File: config.mk
export PLATFORM = sky130hd
export DESIGN_NAME = pipe_stage_reg_flat
export DESIGN_NICKNAME = d
export VERILOG_FILES = /design/src/rtl/pipe_stage_reg_if.sv /design/src/rtl/pipe_stage_reg.sv /design/src/flat_wrapper.sv
export SDC_FILE = /design/constraint.sdc
export NUM_CORES = 1
export LEC_CHECK = 0
export CAP_MARGIN = 0
export CORE_ASPECT_RATIO = 2
export CORE_MARGIN = 2
export CORE_UTILIZATION = 35
export DETAILED_ROUTE_END_ITERATION = 6
export GPL_ROUTABILITY_DRIVEN = 0
export PLACE_DENSITY = 0.8
export SYNTH_ARGS = -nofsm -noshare
export SYNTH_HDL_FRONTEND = slang
export SYNTH_SLANG_ARGS = --single-unit
File: constraint.sdc
create_clock -name clk -period 3.8 [get_ports clk]
set_clock_uncertainty 0.2 [all_clocks]
set_input_delay 0.38 -clock clk [delete_from_list [all_inputs] [get_ports clk]]
set_output_delay 0.38 -clock clk [all_outputs]
set_load 0.02 [all_outputs]
File: src/rtl/pipe_stage_reg_if.sv
`default_nettype none
// ============================================================================
// Module      : pipe_stage_reg_if
// Description : Handshake and status bundle of one inter-stage pipeline
//               register. master = stage-side environment (upstream stage,
//               downstream stage, hazard unit); slave = pipe_stage_reg.
// Ports       : in_valid/in_ready/in_data/in_ctrl   upstream handshake
//               out_valid/out_ready/out_data/out_ctrl downstream handshake
//               flush, bubble, bubble_ack             hazard unit controls
//               stall_cnt                             saturating stall count
// Revision    : 1.0 - initial release
// ============================================================================
interface pipe_stage_reg_if #(
   parameter int DATA_W = 32,
   parameter int CTRL_W = 16,
   parameter int CNT_W  = 16
) ();
   logic              in_valid;
   logic              in_ready;
   logic [DATA_W-1:0] in_data;
   logic [CTRL_W-1:0] in_ctrl;
   logic              flush;
   logic              bubble;
   logic              bubble_ack;
   logic              out_valid;
   logic              out_ready;
   logic [DATA_W-1:0] out_data;
   logic [CTRL_W-1:0] out_ctrl;
   logic [CNT_W-1:0]  stall_cnt;

   modport master (
      output in_valid, in_data, in_ctrl, flush, bubble, out_ready,
      input  in_ready, bubble_ack, out_valid, out_data, out_ctrl, stall_cnt
   );

   modport slave (
      input  in_valid, in_data, in_ctrl, flush, bubble, out_ready,
      output in_ready, bubble_ack, out_valid, out_data, out_ctrl, stall_cnt
   );
endinterface
`default_nettype wire

File: src/rtl/pipe_stage_reg.sv
`default_nettype none
// ============================================================================
// Module      : pipe_stage_reg
// Description : Inter-stage pipeline register carrying a data bundle and a
//               control bundle with valid/ready back-pressure, synchronous
//               flush, hazard-driven NOP bubble insertion and a saturating
//               stall-cycle counter.
//               Macro PIPE_SKID_EN adds a second (skid) entry so in_ready is
//               a registered signal with no combinational path from
//               out_ready. Undefined: single entry, no skid storage.
// Ports       : clk  - clock, rising edge
//               rst  - asynchronous reset, active-high
//               bus  - pipe_stage_reg_if.slave (handshakes, flush/bubble,
//                      bubble_ack, stall_cnt)
// Revision    : 1.0 - initial release
// ============================================================================
module pipe_stage_reg #(
   parameter int DATA_W = 32,
   parameter int CTRL_W = 16,
   parameter int CNT_W  = 16
) (
   input  wire logic         clk,
   input  wire logic         rst,
   pipe_stage_reg_if.slave   bus
);

   localparam logic [CNT_W-1:0] c_cnt_max = '1;

   logic [DATA_W-1:0] r_out_data;
   logic [CTRL_W-1:0] r_out_ctrl;
   logic              r_bubble_ack;
   logic [CNT_W-1:0]  r_stall_cnt;
   logic              w_out_valid;
   logic              w_in_ready;
   logic              w_in_xfer;
   logic              w_out_xfer;

   assign w_in_xfer  = bus.in_valid && w_in_ready;
   assign w_out_xfer = w_out_valid && bus.out_ready;

`ifdef PIPE_SKID_EN
   typedef enum logic [1:0] {
      S_EMPTY = 2'd0,
      S_ONE   = 2'd1,
      S_FULL  = 2'd2
   } state_t;

   state_t            r_state;
   logic [DATA_W-1:0] r_skid_data;
   logic [CTRL_W-1:0] r_skid_ctrl;
   logic              w_bubble_ok;

   assign w_out_valid = (r_state != S_EMPTY);
   // Depends only on registered occupancy (and the hazard request), never on out_ready.
   assign w_in_ready  = !bus.bubble && (r_state != S_FULL);
   // A NOP may enter the main entry only if it is free this edge and no older skid word waits.
   assign w_bubble_ok = (r_state == S_EMPTY) || ((r_state == S_ONE) && bus.out_ready);

   always_ff @(posedge clk or posedge rst) begin
      if (rst) begin
         r_state      <= S_EMPTY;
         r_out_data   <= '0;
         r_out_ctrl   <= '0;
         r_skid_data  <= '0;
         r_skid_ctrl  <= '0;
         r_bubble_ack <= 1'b0;
      end else if (bus.flush) begin
         r_state      <= S_EMPTY;
         r_out_ctrl   <= '0;
         r_skid_ctrl  <= '0;
         r_bubble_ack <= 1'b0;
      end else if (bus.bubble) begin
         if (w_bubble_ok) begin
            r_state      <= S_ONE;
            r_out_data   <= '0;
            r_out_ctrl   <= '0;
            r_bubble_ack <= 1'b1;
         end else begin
            r_bubble_ack <= 1'b0;
         end
      end else begin
         r_bubble_ack <= 1'b0;
         case (r_state)
            S_EMPTY: begin
               if (w_in_xfer) begin
                  r_out_data <= bus.in_data;
                  r_out_ctrl <= bus.in_ctrl;
                  r_state    <= S_ONE;
               end
            end
            S_ONE: begin
               if (w_in_xfer && w_out_xfer) begin
                  r_out_data <= bus.in_data;
                  r_out_ctrl <= bus.in_ctrl;
               end else if (w_in_xfer) begin
                  // Main entry is stalled: park the newer word behind it.
                  r_skid_data <= bus.in_data;
                  r_skid_ctrl <= bus.in_ctrl;
                  r_state     <= S_FULL;
               end else if (w_out_xfer) begin
                  r_state <= S_EMPTY;
               end
            end
            S_FULL: begin
               if (w_out_xfer) begin
                  r_out_data  <= r_skid_data;
                  r_out_ctrl  <= r_skid_ctrl;
                  r_skid_ctrl <= '0;
                  r_state     <= S_ONE;
               end
            end
            default: r_state <= S_EMPTY;
         endcase
      end
   end
`else
   logic r_out_valid;
   logic w_load;

   assign w_out_valid = r_out_valid;
   assign w_load      = !r_out_valid || bus.out_ready;
   assign w_in_ready  = !bus.bubble && w_load;

   always_ff @(posedge clk or posedge rst) begin
      if (rst) begin
         r_out_valid  <= 1'b0;
         r_out_data   <= '0;
         r_out_ctrl   <= '0;
         r_bubble_ack <= 1'b0;
      end else if (bus.flush) begin
         r_out_valid  <= 1'b0;
         r_out_ctrl   <= '0;
         r_bubble_ack <= 1'b0;
      end else if (bus.bubble) begin
         if (w_load) begin
            r_out_valid  <= 1'b1;
            r_out_data   <= '0;
            r_out_ctrl   <= '0;
            r_bubble_ack <= 1'b1;
         end else begin
            r_bubble_ack <= 1'b0;
         end
      end else begin
         r_bubble_ack <= 1'b0;
         if (w_load) begin
            r_out_valid <= w_in_xfer;
            if (w_in_xfer) begin
               r_out_data <= bus.in_data;
               r_out_ctrl <= bus.in_ctrl;
            end
         end
      end
   end
`endif

   // Counts edges where downstream back-pressure holds a valid word; a flush edge is not a stall.
   always_ff @(posedge clk or posedge rst) begin
      if (rst) begin
         r_stall_cnt <= '0;
      end else if (!bus.flush && w_out_valid && !bus.out_ready && (r_stall_cnt != c_cnt_max)) begin
         r_stall_cnt <= r_stall_cnt + 1'b1;
      end
   end

   assign bus.in_ready   = w_in_ready;
   assign bus.out_valid  = w_out_valid;
   assign bus.out_data   = r_out_data;
   assign bus.out_ctrl   = r_out_ctrl;
   assign bus.bubble_ack = r_bubble_ack;
   assign bus.stall_cnt  = r_stall_cnt;

endmodule
`default_nettype wire

File: src/flat_wrapper.sv
// flat-port wrapper written by rule: the top's interface ports become plain ports
module pipe_stage_reg_flat 
#(
   parameter int DATA_W = 32,
   parameter int CTRL_W = 16,
   parameter int CNT_W  = 16
)
  (clk, rst, bus_in_valid, bus_in_data, bus_in_ctrl, bus_flush, bus_bubble, bus_out_ready, bus_in_ready, bus_bubble_ack, bus_out_valid, bus_out_data, bus_out_ctrl, bus_stall_cnt);
  pipe_stage_reg_if #(.DATA_W(DATA_W), .CTRL_W(CTRL_W), .CNT_W(CNT_W)) bus_i ();
  input  wire logic clk;
  input  wire logic rst;
  input wire logic [$bits(bus_i.in_valid)-1:0] bus_in_valid;
  input wire logic [$bits(bus_i.in_data)-1:0] bus_in_data;
  input wire logic [$bits(bus_i.in_ctrl)-1:0] bus_in_ctrl;
  input wire logic [$bits(bus_i.flush)-1:0] bus_flush;
  input wire logic [$bits(bus_i.bubble)-1:0] bus_bubble;
  input wire logic [$bits(bus_i.out_ready)-1:0] bus_out_ready;
  output wire logic [$bits(bus_i.in_ready)-1:0] bus_in_ready;
  output wire logic [$bits(bus_i.bubble_ack)-1:0] bus_bubble_ack;
  output wire logic [$bits(bus_i.out_valid)-1:0] bus_out_valid;
  output wire logic [$bits(bus_i.out_data)-1:0] bus_out_data;
  output wire logic [$bits(bus_i.out_ctrl)-1:0] bus_out_ctrl;
  output wire logic [$bits(bus_i.stall_cnt)-1:0] bus_stall_cnt;
  assign bus_i.in_valid = bus_in_valid;
  assign bus_i.in_data = bus_in_data;
  assign bus_i.in_ctrl = bus_in_ctrl;
  assign bus_i.flush = bus_flush;
  assign bus_i.bubble = bus_bubble;
  assign bus_i.out_ready = bus_out_ready;
  assign bus_in_ready = bus_i.in_ready;
  assign bus_bubble_ack = bus_i.bubble_ack;
  assign bus_out_valid = bus_i.out_valid;
  assign bus_out_data = bus_i.out_data;
  assign bus_out_ctrl = bus_i.out_ctrl;
  assign bus_stall_cnt = bus_i.stall_cnt;
  pipe_stage_reg #(.DATA_W(DATA_W), .CTRL_W(CTRL_W), .CNT_W(CNT_W)) u_core (.clk(clk), .rst(rst), .bus(bus_i));
endmodule
==> impl_metrics.csv <==
group,metric,value,unit
grt,grt_pass1_wl,11700,um
logic_synthesis,async_flop_share,1.00,
routing,final_antenna_net_count,0,
routing,vias,2123,
die,die_area,8130,sq um
logic_synthesis,synthesis.area,2580,sq um
logic_synthesis,ys_ff_latch,66,
clock_tree,cts-root-buf,"clkbuf_16",
logic_synthesis,ys_types,31,
logic_synthesis,ys_warn_count,0,
finish,syn_to_final_growth,62.8,%
routing,route.detailed.drc,0,
grt,grt_pass1_vias,2209,
min_path,min-delay-path-class,"flip-flop to flip-flop",
clock_tree,clock_latency,0.33,ns
logic_synthesis,ys.flop_type,"dfrtp_1",
timing,fin_crit,2.29,ns
clock_tree,h-tree-depth,3,
timing,final_hold_viol_count,0,
clock_tree,post_cts_buffers,0,
worst_setup_path,worstPathCellList,"clkdlybuf4s50_1 -> nor2_1 -> and3_1 -> buf_12 -> a22o_1",
clock_tree,cts_hold_buf,0,
die,die_w,64.8,um
clock_tree,clockBufferDepth,2,
die,start_util,0.358,
timing,min_period_over_period,0.602,
placed_design,dpl_cell_area,3900,sq um
routing,drt_iter0_drc,139,
timing,fin_tns_setup,0,ns
routing,first_pass_iters,4,
finish,num_antenna_cells,0,
logic_synthesis,yosysTopAreaCell,"dfrtp_1",
logic_synthesis,syn-num-nets,253,
die,core,7210,sq um
status,outcome,"finished clean",
clock_tree,clock_sinks,66,
logic_synthesis,synth_edf_count,0,
finish,fin_area,4210,sq um
finish,fin_nets,376,
timing,setup_viol,0,
clock_tree,cts_tree,"yes",
worst_setup_path,cp.required,3.86,ns
worst_setup_path,crit_fanout,25,
pwr,powerDensity,488,nW/um^2
clock_tree,cts_buffers,9,
worst_setup_path,cp.arrival,2.35,ns
pwr,peakVddDrop,355,uV
pwr,p_leak,1.86,nW
grt,grt_start_max_net_pins,41,
worst_setup_path,worst-setup-path-type,"primary input to flip-flop",
min_path,holdPathStages,1,
worst_setup_path,start_kind,"primary input",
logic_synthesis,synthTopCellsByArea,"dfrtp_1 64%, a22o_1 15%, xor2_1 3.4%",
logic_synthesis,avgSynthCellArea,13.1,sq um
logic_synthesis,synth-seq-area-share,0.639,
grt,overflow,0,
logic_synthesis,synthCells,198,
grt,grt_usage,0.190,
routing,routed_wl,7130,um
placed_design,portBuffers,120,
timing,rsz0062_at_grt,"false",
timing,drv_slew,0,
timing,relSlewSlack,0.454,
routing,detail_route.wl_per_cell,17.1,um
die,ios,121,
placed_design,dpl.hpwl,5220,um
worst_setup_path,critPathSlowestCell,"and3_1",
die,die_y,126,um
pwr,design_power_total,2.06,mW
clock_tree,post_cts_resized,0,
grt,antenna_found_initial,0,
timing,tightestPinTransition,0.819,ns
flow_run,maxCapViolations,0,
die,placementRows,44,
routing,viasPerCell,5.08,
timing,max_freq,0.437,GHz
worst_setup_path,ff2ff_path_depth,4,
clock_tree,clk_pin_slew_worst_paths,0.05,ns
finish,final_common_cell,"clkdlybuf4s50_1",
finish,final_cell_mix,"120 x clkdlybuf4s50_1, 66 x dfrtp_1, 45 x a22o_1, 10 x nand2_1, 10 x xor2_1",
worst_setup_path,cp_slowest_stage_delay,0.75,ns
logic_synthesis,synth.top_cell.area_share,0.639,
finish,drive_above_1_share,0.0767,
worst_setup_path,critPathCaptureType,"flip-flop",
## cells by family after synthesis
kind of cell / share of synthesized area
AOI/OAI and AO/OA: 0.170
xor gates and xnor gates: 0.0474
adders and majority gates: 0.00484
buffers and inverters: 0.0179
DFF: 0.639
muxes: 0.00436
and+or+nand+nor: 0.117
## through the flow
step | cells | setup slack, ns | utilization | hold WS, ns
floorplan | 198 | 1.57 | - | 0.243
global placement | 402 | 1.31 | 0.540 | 0.283
detailed placement | 402 | 1.20 | 0.540 | 0.287
CTS | 418 | 1.52 | 0.584 | 0.302
global route | 418 | 1.39 | 0.584 | 0.312
finish | 418 | 1.51 | 0.584 | 0.296
## power breakdown
part / leakage (nW) / switching, mW / total [mW] / internal [mW]
combinational: 0.823 / 0.173 / 0.376 / 0.203
clock: 0.153 / 0.290 / 0.862 / 0.573
sequential: 0.888 / 0.0532 / 0.818 / 0.765
total: 1.86 / 0.516 / 2.06 / 1.54
## sequential cells by signal, indices dropped and copies added, names as in the netlist
name and cells:
u_core.bus.out_data 32, u_core.bus.bubble_ack 1, u_core.bus.stall_cnt 16, u_core.bus.out_ctrl 16
u_core.bus.out_valid 1
## Yosys cell counts (all sizes together) (2+ instances only)
cell and number:
dfrtp 66, a22o 45, nand2 10, xor2 10, clkbuf 9, nor3 8, nand4 7, nor2 6
o21ai 6, xnor2 4, and3 3, nand3 3, and2 2, and4 2, buf 2, nor3b 2
nor4 2, or2 2
## area by class of cell
cell class / instances / area, sq um
timing repair buffer: 123 / 1240
inverter: 1 / 3.75
sequential: 66 / 1650
clock inverter: 5 / 78.8
clock buffer: 11 / 233
multi-input combinational: 120 / 891
tap: 92 / 115
fill: 583 / 3000
## path summary, 6_finish.rpt
check | endpoint | start | slack (ns)
worst max-delay path | u_core.bus.out_data[10]$_DFFE_PP0P_ | bus_flush | 1.51
worst min-delay path | u_core.bus.out_ctrl[6]$_DFFE_PP0P_ | u_core.bus.out_ctrl[6]$_DFFE_PP0P_ | 0.30
worst max register to register | u_core.bus.stall_cnt[1]$_DFFE_PP0P_ | u_core.bus.stall_cnt[9]$_DFFE_PP0P_ | 1.76
worst min register to register | u_core.bus.out_ctrl[6]$_DFFE_PP0P_ | u_core.bus.out_ctrl[6]$_DFFE_PP0P_ | 0.30
max in group asynchronous | u_core.bus.out_ctrl[10]$_DFFE_PP0P_ | rst | 2.20
min in group asynchronous | u_core.bus.stall_cnt[15]$_DFFE_PP0P_ | rst | 0.33
## routing by layer
metal | wire length [um] | GRT usage | part of all wire
met5 | 0 | 0 | 0
met4 | 204 | 0.0901 | 0.029
met3 | 435 | 0.0612 | 0.061
met2 | 3740 | 0.308 | 0.52
met1 | 2750 | 0.223 | 0.39
## worst max-delay path, delay by kind of cell
family	cells	cell delay (ns)
AOI/OAI and AO/OA	1	0.15
buffers and inverters	2	0.74
and+or+nand+nor	2	1.06
Power figures use the tool's default switching activity.
